==> src/rtl/param_frame_receiver.sv <==
// Oversampling serial frame receiver: bit slicing, sync-word hunt with error tolerance,
// payload and parity capture, and valid/ready word delivery with overflow and lock status.
//
//  state      | meaning
//  -----------+---------------------------------------------------------
//  ST_HUNT    | shifting bits through sync_sr looking for SYNC_WORD
//  ST_PAYLOAD | sync found, collecting PAYLOAD_W payload bits MSB first
//  ST_PARITY  | payload complete, waiting for the even-parity bit
module param_frame_receiver #(
    parameter int                     OSR       = 8,
    parameter int                     SYNC_LEN  = 8,
    parameter logic [SYNC_LEN-1:0]    SYNC_WORD = 8'hD8,
    parameter int unsigned            MAX_ERR   = 0,
    parameter int                     PAYLOAD_W = 8,
    parameter bit                     PARITY_EN = 1'b1,
    parameter int                     CNT_W     = 16
) (
    input  logic                 clk,
    input  logic                 reset,
    input  logic                 data_i,
    output logic [PAYLOAD_W-1:0] out_data,
    output logic                 out_perr,
    output logic                 out_valid,
    input  logic                 out_ready,
    output logic                 sync_lock,
    output logic                 overflow,
    output logic [CNT_W-1:0]     frame_cnt
);

    localparam int PH_W = (OSR > 2) ? $clog2(OSR) : 1;
    localparam int BC_W = (PAYLOAD_W > 2) ? $clog2(PAYLOAD_W) : 1;
    localparam logic [PH_W-1:0] PH_LAST  = PH_W'(OSR - 1);
    localparam logic [PH_W-1:0] PH_SLICE = PH_W'(OSR / 2 + 1);
    localparam logic [BC_W-1:0] BC_LAST  = BC_W'(PAYLOAD_W - 1);

    localparam logic [1:0] ST_HUNT    = 2'd0;
    localparam logic [1:0] ST_PAYLOAD = 2'd1;
    localparam logic [1:0] ST_PARITY  = 2'd2;

    logic            s1, s2;
    logic [1:0]      samp_hist;
    logic [PH_W-1:0] phase_cnt;
    logic            bit_stb, bit_val;
    logic            s2_edge, vote;

    assign s2_edge = s2 ^ samp_hist[0];
    // s2 is the newest sample, samp_hist holds the two before it
    assign vote = (s2 & samp_hist[0]) | (s2 & samp_hist[1]) | (samp_hist[0] & samp_hist[1]);

    always_ff @(posedge clk or negedge reset) begin
        if (!reset) begin
            s1        <= 1'b0;
            s2        <= 1'b0;
            samp_hist <= '0;
            phase_cnt <= '0;
            bit_stb   <= 1'b0;
            bit_val   <= 1'b0;
        end else begin
            s1        <= data_i;
            s2        <= s1;
            samp_hist <= {samp_hist[0], s2};
            if (s2_edge || phase_cnt == PH_LAST)
                phase_cnt <= '0;
            else
                phase_cnt <= phase_cnt + 1'b1;
            bit_stb <= (phase_cnt == PH_SLICE);
            bit_val <= vote;
        end
    end

    function automatic int unsigned popcount(input logic [SYNC_LEN-1:0] v);
        int unsigned n;
        n = 0;
        for (int i = 0; i < SYNC_LEN; i++)
            if (v[i]) n++;
        return n;
    endfunction

    logic [1:0]           state, state_nxt;
    logic [SYNC_LEN-1:0]  sync_sr, sync_sr_nxt, sync_shift;
    logic [PAYLOAD_W-1:0] pay_sr, pay_sr_nxt, pay_shift;
    logic [BC_W-1:0]      bit_cnt, bit_cnt_nxt;
    logic                 deliver, dlv_perr;
    logic [PAYLOAD_W-1:0] dlv_data;

    assign sync_shift = {sync_sr[SYNC_LEN-2:0], bit_val};
    assign pay_shift  = {pay_sr[PAYLOAD_W-2:0], bit_val};

    always_comb begin
        state_nxt   = state;
        sync_sr_nxt = sync_sr;
        pay_sr_nxt  = pay_sr;
        bit_cnt_nxt = bit_cnt;
        deliver     = 1'b0;
        dlv_data    = pay_sr;
        dlv_perr    = 1'b0;
        if (bit_stb) begin
            case (state)
                ST_HUNT: begin
                    sync_sr_nxt = sync_shift;
                    if (popcount(sync_shift ^ SYNC_WORD) <= MAX_ERR) begin
                        state_nxt   = ST_PAYLOAD;
                        bit_cnt_nxt = '0;
                    end
                end
                ST_PAYLOAD: begin
                    pay_sr_nxt  = pay_shift;
                    bit_cnt_nxt = bit_cnt + 1'b1;
                    if (bit_cnt == BC_LAST) begin
                        if (PARITY_EN) begin
                            state_nxt = ST_PARITY;
                        end else begin
                            deliver     = 1'b1;
                            dlv_data    = pay_shift;
                            state_nxt   = ST_HUNT;
                            sync_sr_nxt = '0;
                        end
                    end
                end
                ST_PARITY: begin
                    deliver     = 1'b1;
                    dlv_data    = pay_sr;
                    dlv_perr    = ^{pay_sr, bit_val};
                    state_nxt   = ST_HUNT;
                    sync_sr_nxt = '0;
                end
                default: begin
                    state_nxt   = ST_HUNT;
                    sync_sr_nxt = '0;
                end
            endcase
        end
    end

    always_ff @(posedge clk or negedge reset) begin
        if (!reset) begin
            state     <= ST_HUNT;
            sync_sr   <= '0;
            pay_sr    <= '0;
            bit_cnt   <= '0;
            sync_lock <= 1'b0;
            out_data  <= '0;
            out_perr  <= 1'b0;
            out_valid <= 1'b0;
            overflow  <= 1'b0;
            frame_cnt <= '0;
        end else begin
            state     <= state_nxt;
            sync_sr   <= sync_sr_nxt;
            pay_sr    <= pay_sr_nxt;
            bit_cnt   <= bit_cnt_nxt;
            sync_lock <= (state_nxt != ST_HUNT);
            if (deliver) begin
                out_data  <= dlv_data;
                out_perr  <= dlv_perr;
                out_valid <= 1'b1;
                frame_cnt <= frame_cnt + 1'b1;
                // a handshake in the same cycle consumes the old word, so only a stalled word is lost
                if (out_valid && !out_ready)
                    overflow <= 1'b1;
            end else if (out_valid && out_ready) begin
                out_valid <= 1'b0;
            end
        end
    end

endmodule

==> config.mk <==
export PLATFORM = sky130hd
export DESIGN_NAME = param_frame_receiver
export DESIGN_NICKNAME = d
export VERILOG_FILES = /design/src/rtl/param_frame_receiver.sv
export SDC_FILE = /design/constraint.sdc
export NUM_CORES = 1
export LEC_CHECK = 0
export ABC_AREA = 1
export CAP_MARGIN = 20
export CORE_MARGIN = 8
export CORE_UTILIZATION = 56
export DETAILED_ROUTE_END_ITERATION = 10
export GPL_ROUTABILITY_DRIVEN = 0
export PLACE_DENSITY = 0.85
export SYNTH_ARGS = -nofsm -noshare
export SYNTH_HDL_FRONTEND = slang
export SYNTH_SLANG_ARGS = --single-unit
export TNS_END_PERCENT = 5
==> constraint.sdc <==
create_clock -name clk -period 5.85 [get_ports clk]
set_clock_uncertainty 0.05 [all_clocks]
set_input_delay 1.755 -clock clk [delete_from_list [all_inputs] [get_ports clk]]
set_output_delay 1.755 -clock clk [all_outputs]
set_load 0.005 [all_outputs]
# Yosys cells after proc, flatten, opt, wreduce, memory -nomap -nowiden
# Cells that the tools add are included.
# Widths: inputs -> output; s select.
# classes
mux	38
bitwise_logic	8
eq_ne	6
reduce_logical	13
magnitude_cmp	1
addsub	10
# op_table
cell	count
$mux 32	23
$add 32x1->32 const B	7
$le 32x1->1 const B	1
$add 16x1->16 const B	1
$pmux 7 s2	1
$eq 3x3->1 const B	3
$reduce_xor 9->1	1
$mux 1	7
$add 3x1->3 const B	2
$mux 2	3
$mux 3	2
$pmux 3 s2	1
$reduce_and 2->1	3
$reduce_bool 2->1	3
$not 4->4	1
$pmux 2 s2	1
$and 1x1->1	3
$reduce_and 3->1	1
$eq 2x1->1 const B	1
$eq 2x2->1 const B	1
$logic_and 1x1->1	2
$logic_not 2->1	1
$ne 2x2->1 const B	1
$or 1x1->1	2
other kinds (4)	4
# word_totals
regBits	57
word_cells	92

# Depth between registers and ports, before layout
# logic_depth
word_depth	36
depth_mapped	31

# Least setup slack after synthesis
# OpenSTA, ideal clock, no wires.
# synth_path
path_kind	register to register
from	register bit_val
to	register bit_cnt[0]
n_path_buf	0
stages_incl_launch_ff	28
setup_slack_ps	1778
arrival_time_ps	3905
setup_time_ps	117
t_required_ps	5683
cell_sequence	dfrtp_1 inv_1 ha_1 inv_1 nand2_2 nand2_1 inv_1 ha_1 nand2_1 nand2_1 ha_1 or2_2 nand2_1 inv_1 ha_1 or2_2 nand2_1 inv_1 ha_1 nand2_1 o21ai_0 ha_1 o21ai_1 nand2_1 nor2_2 nand2_2 nand3_1 nand2_1
# synth_via
elab_chain_cells	34
# synth_rtl
item	line_no	source
from (decl)	43	logic bit_stb, bit_val;
from (signal assigned)	67	bit_val <= vote;
$mux 1 *	75	if (v[i]) n++;
$mux 32 *	98	case (state)
$mux 32 *	97	if (bit_stb) begin
$add 32x1->32	75	
$mux 32 *	75	
$mux 32 *	98	
$mux 32 *	97	
$add 32x1->32	75	
[... 18 more ...]	n/a	
$mux 32 *	97	
$add 32x1->32	75	
$mux 32 *	75	
$mux 32 *	98	
$mux 32 *	97	
$le 32x1->1 *	101	if (popcount(sync_shift ^ SYNC_WORD) <= MAX_ERR) begin
$ne 2x2->1 (no line) *	n/a	
$reduce_and 3->1 (no line) *	n/a	
to (signal assigned)	151	bit_cnt <= bit_cnt_nxt;
to (decl)	82	logic [BC_W-1:0] bit_cnt, bit_cnt_nxt;
# Every way passes the cells marked *; elsewhere a longest branch is shown, timed or not. The select of a mux whose other input is x is not followed.
# A chain may end at the register's enable or synchronous reset.

# Worst setup path after layout
# layout_path
from	register bit_val
to	register bit_cnt[1]
# The elaborated chain is that of the path after synthesis.

==> results list <==
- Switching power as a share of total power: between 30% and 40%
- 32 I/O pins were placed.
- Number of maximum-capacitance constraint violations: 0
* Min-Delay Startpoint: s1$_DFF_PN0_
- Max Transition Viols Final: 0
- Reg2Reg Setup Slack: 1.46 ns
* Data arrival time of the critical path: 4.55 ns
- Period utilization: 74.99%
- In this run the static leakage power is 1.747 nW.
- Setup repair after global routing left no endpoint under its margin.
- Top post-synthesis cells by area: dfrtp_1 (49%), nand2_1 (9.9%), inv_1 (6.1%), ha_1 (6.1%), xor2_1 (3.6%)
- Signed area change from the synthesized netlist to the final layout: 19.88%
- Number of resized instances in the post-cts repair step: 0
- Hold Slack: between 0.3 and 0.4 ns
- Entering global routing, the biggest net connects 58 pins.
- CP Launch Type: register
- The final hold violation count is 0.
- Classification of the worst setup path: register to register
- Clock buffer depth: 2
* Clock power share: 24.4%
- In the synthesized netlist the async set-or-reset flop fraction comes to 100.0%.
- For the worst-skew pair, the clock arrives at the later sink with an insertion delay of 0.32 ns.
* Number of post-CTS setup repair buffers: 0
* Die width: between 80 and 90 µm
* Launching instance or port of the critical path: bit_val$_DFF_PN0_
* Worst min-delay path category: register to register
- CTS placed an instance of clkbuf_8 at the clock tree root.
* Number of placement rows: 26
- Wire segments on met3 add up to 220 µm in the final route.
- After global routing the overflow that remains totals 0.
- Required time of the critical path: 6.01 ns
* Antenna diode instance count: 0
- Cell type with the highest aggregate area in the netlist: dfrtp_1
- Cell Pwr Density: about 400 nW/µm²
- Max Used Layer: met4
- In this run, synthesis inferred 0 flip-flops with an integrated enable.
- The detailed router put a total of 2353 µm of wire on met1.
* Number of port buffers: 31
- Top library cells by usage in the layout, fill and taps aside: nand2_1 (76), dfrtp_1 (57), inv_1 (47)
- The initial antenna violation count came to 0.
* CTS clk-pin slew, worst paths: approximately 0.06 ns
- After the first detailed-routing iteration, the DRC count stood at 141.
* Sequential fraction of the synthesis area: between 40% and 50%
* Number of warnings printed during yosys synthesis: 0
- Tightest Pin Transition: just under 0.7 ns
- The average instance in the mapped netlist occupies 8.789 µm².
* Final net count: 385
- Overall via count from detail_route: roughly 2200
* Wire length of the first global-routing pass: 9453 µm
- In this run the remaining antenna-violating nets after routing total 0.
* Worst slew margin relative to its limit: 53.92%
* Total detailed-routing wirelength: 5412 µm
- Buffers inserted to repair hold after CTS numbered 0.
- The synthesized design devotes to its leading area cell type 49.48% of total area.
- The synthesized design contains 57 register bits.
- Worst Setup End Kind: register
- Largest voltage drop on the vdd net: 0.0002277 V
- Die span in y: 87.75 µm
* Internal Dissipation: 0.8496 mW
* Fill count: 386
- TritonCTS built the clock tree.
- CTS saw 57 sinks.
- Peak clock frequency supported by timing: around 0.23 GHz
* Final Setup Violations: 0
- Half-perimeter wire length of the detailed placement result: 3984 µm
- Post-route DRC: 0
- Placeable Area: 5042 µm²
- Post-synthesis cell area: 2883 µm²
* Result of the run: finished, final reports clean
- Vias/cell: ~5
* Most common cell after layout, fill and taps aside: nand2_1
- Across every metal layer, demand over resource in global routing totals about 16%.
- Inserted Clock Buffers: 9
- Wire length on met2: 2750 µm
- Crit path max fanout: 5
* Final Cell Area: 3456 µm²
- Final period demand of the worst path: approximately 4.4 ns
* Layout cells sized above 1: 12.63%
- First-pass iteration count of the detailed router: 4
* Primary flip-flop cell chosen by synthesis mapping: dfrtp_1
* H-tree Lvls: 3
- Switch Pwr: around 0.56 mW
- Total Negative Setup Slacks: 0 ns
* Distinct cell type count of the synthesized netlist: 30
* Crit Reg-Reg Startpoint: bit_val$_DFF_PN0_
- Share of power burned in combinational logic: 44.7%
- The initial utilization of the core area, before any placement, comes to 57.17%.
- When the netlist entered floorplanning its net count stood at 346.
- Number of global-route vias before repair: 2264
- After detailed placement, the total cell area comes to 3263 µm².
- Cell count after synthesis: 328
- Full die area: 7700 µm²
* Mean routed wirelength per cell: 12.24 µm
* Relative contribution of sequential cells to total power: a little under a third
final cells by class:
class	count	area, µm²	area share [%]
multi-input combinational	215	1241	35.92
clock buffer	14	182.7	5.286
clock inverter	2	10.01	0.2896
timing repair buffer	32	312.8	9.051
tap	70	87.58	2.534
sequential	57	1426	41.27
inverter	52	195.2	5.648
power by group through the flow:
stage          sequential [mW]  clock (mW)  combinational, mW
2_1_floorplan            0.438           0              0.517
3_3_place_gp             0.441           0              0.591
3_5_place_dp             0.443           0              0.634
4_1_cts                  0.435       0.350              0.636
5_1_grt                  0.438       0.373              0.747
6_report                 0.435       0.343              0.629
synth_stat cells (2+ instances only):
cell type  number
o22ai_1         8
nand4_1         7
o21a_1          2
o21ai_0        17
nor2_2          4
inv_2           4
nor2_1         20
nand2_2        13
xnor2_1        10
or2_2           3
inv_1          47
ha_1           14
nand2_1        76
xor2_1         12
nand3_2         4
nand3_1        16
dfrtp_1        57
clkbuf_1        2
sequential cells by signal (all words and copies together), names as in the netlist, 2 cells and up:
register / cells
pay_sr: 8
out_data: 8
frame_cnt: 16
sync_sr: 7
state: 2
phase_cnt: 3
samp_hist: 2
bit_cnt: 3
metrics by stage:
step / util, % / setup slack, ns / cells / total power [mW]
CTS: 68.54 / 1.449 / 442 / 1.421
finish: 68.54 / 1.463 / 442 / 1.408
global placement: 64.71 / 1.633 / 426 / 1.032
global route: 68.54 / 1.086 / 442 / 1.558
floorplan: - / 1.778 / 328 / 0.9547
detailed placement: 64.71 / 1.462 / 426 / 1.076
layer usage:
metal | up-vias | global-route usage, %
met5 | - | 0
met4 | 0 | 7.031
met3 | 10 | 5.629
met2 | 43 | 27.02
met1 | 1032 | 17.11
li1 | 1114 | -
kinds of logic (layout without fill, tap and decap cells):
logic type | count (synthesis) | count (layout) | share of synthesized area, %
AO/OA/AOI/OAI | 31 | 31 | 6.076
XOR/XNOR | 22 | 22 | 6.684
flip-flops | 57 | 57 | 49.48
AND/OR/NAND/NOR | 148 | 148 | 24.22
buffers and inverters | 56 | 100 | 7.465
adder cells (fa/ha/maj) | 14 | 14 | 6.076
final timing paths:
path	cells past startpoint	endpoint
setup / recovery	27	bit_cnt[1]$_DFFE_PN0P_
hold / removal	0	s2$_DFF_PN0_
setup reg to reg	27	bit_cnt[1]$_DFFE_PN0P_
hold reg to reg	0	s2$_DFF_PN0_
max in group asynchronous	2	pay_sr[0]$_DFFE_PN0P_
min in group asynchronous	2	frame_cnt[15]$_DFFE_PN0P_
worst max-delay path: stages (launching register included):
cell,delay (ns)
dfrtp_1,0.38
inv_1,0.08
ha_1,0.35
inv_1,0.11
nand2_2,0.06
nand2_1,0.07
inv_1,0.04
ha_1,0.27
nand2_1,0.08
nand2_1,0.08
ha_1,0.27
or2_2,0.27
nand2_1,0.10
inv_1,0.05
ha_1,0.25
or2_2,0.28
nand2_1,0.11
inv_1,0.05
ha_1,0.27
nand2_1,0.06
o21ai_0,0.12
ha_1,0.30
o21ai_1,0.13
nand2_1,0.07
nor2_2,0.12
nand2_2,0.09
nand3_1,0.08
nand2_1,0.06
Power figures use the tool's default switching activity.
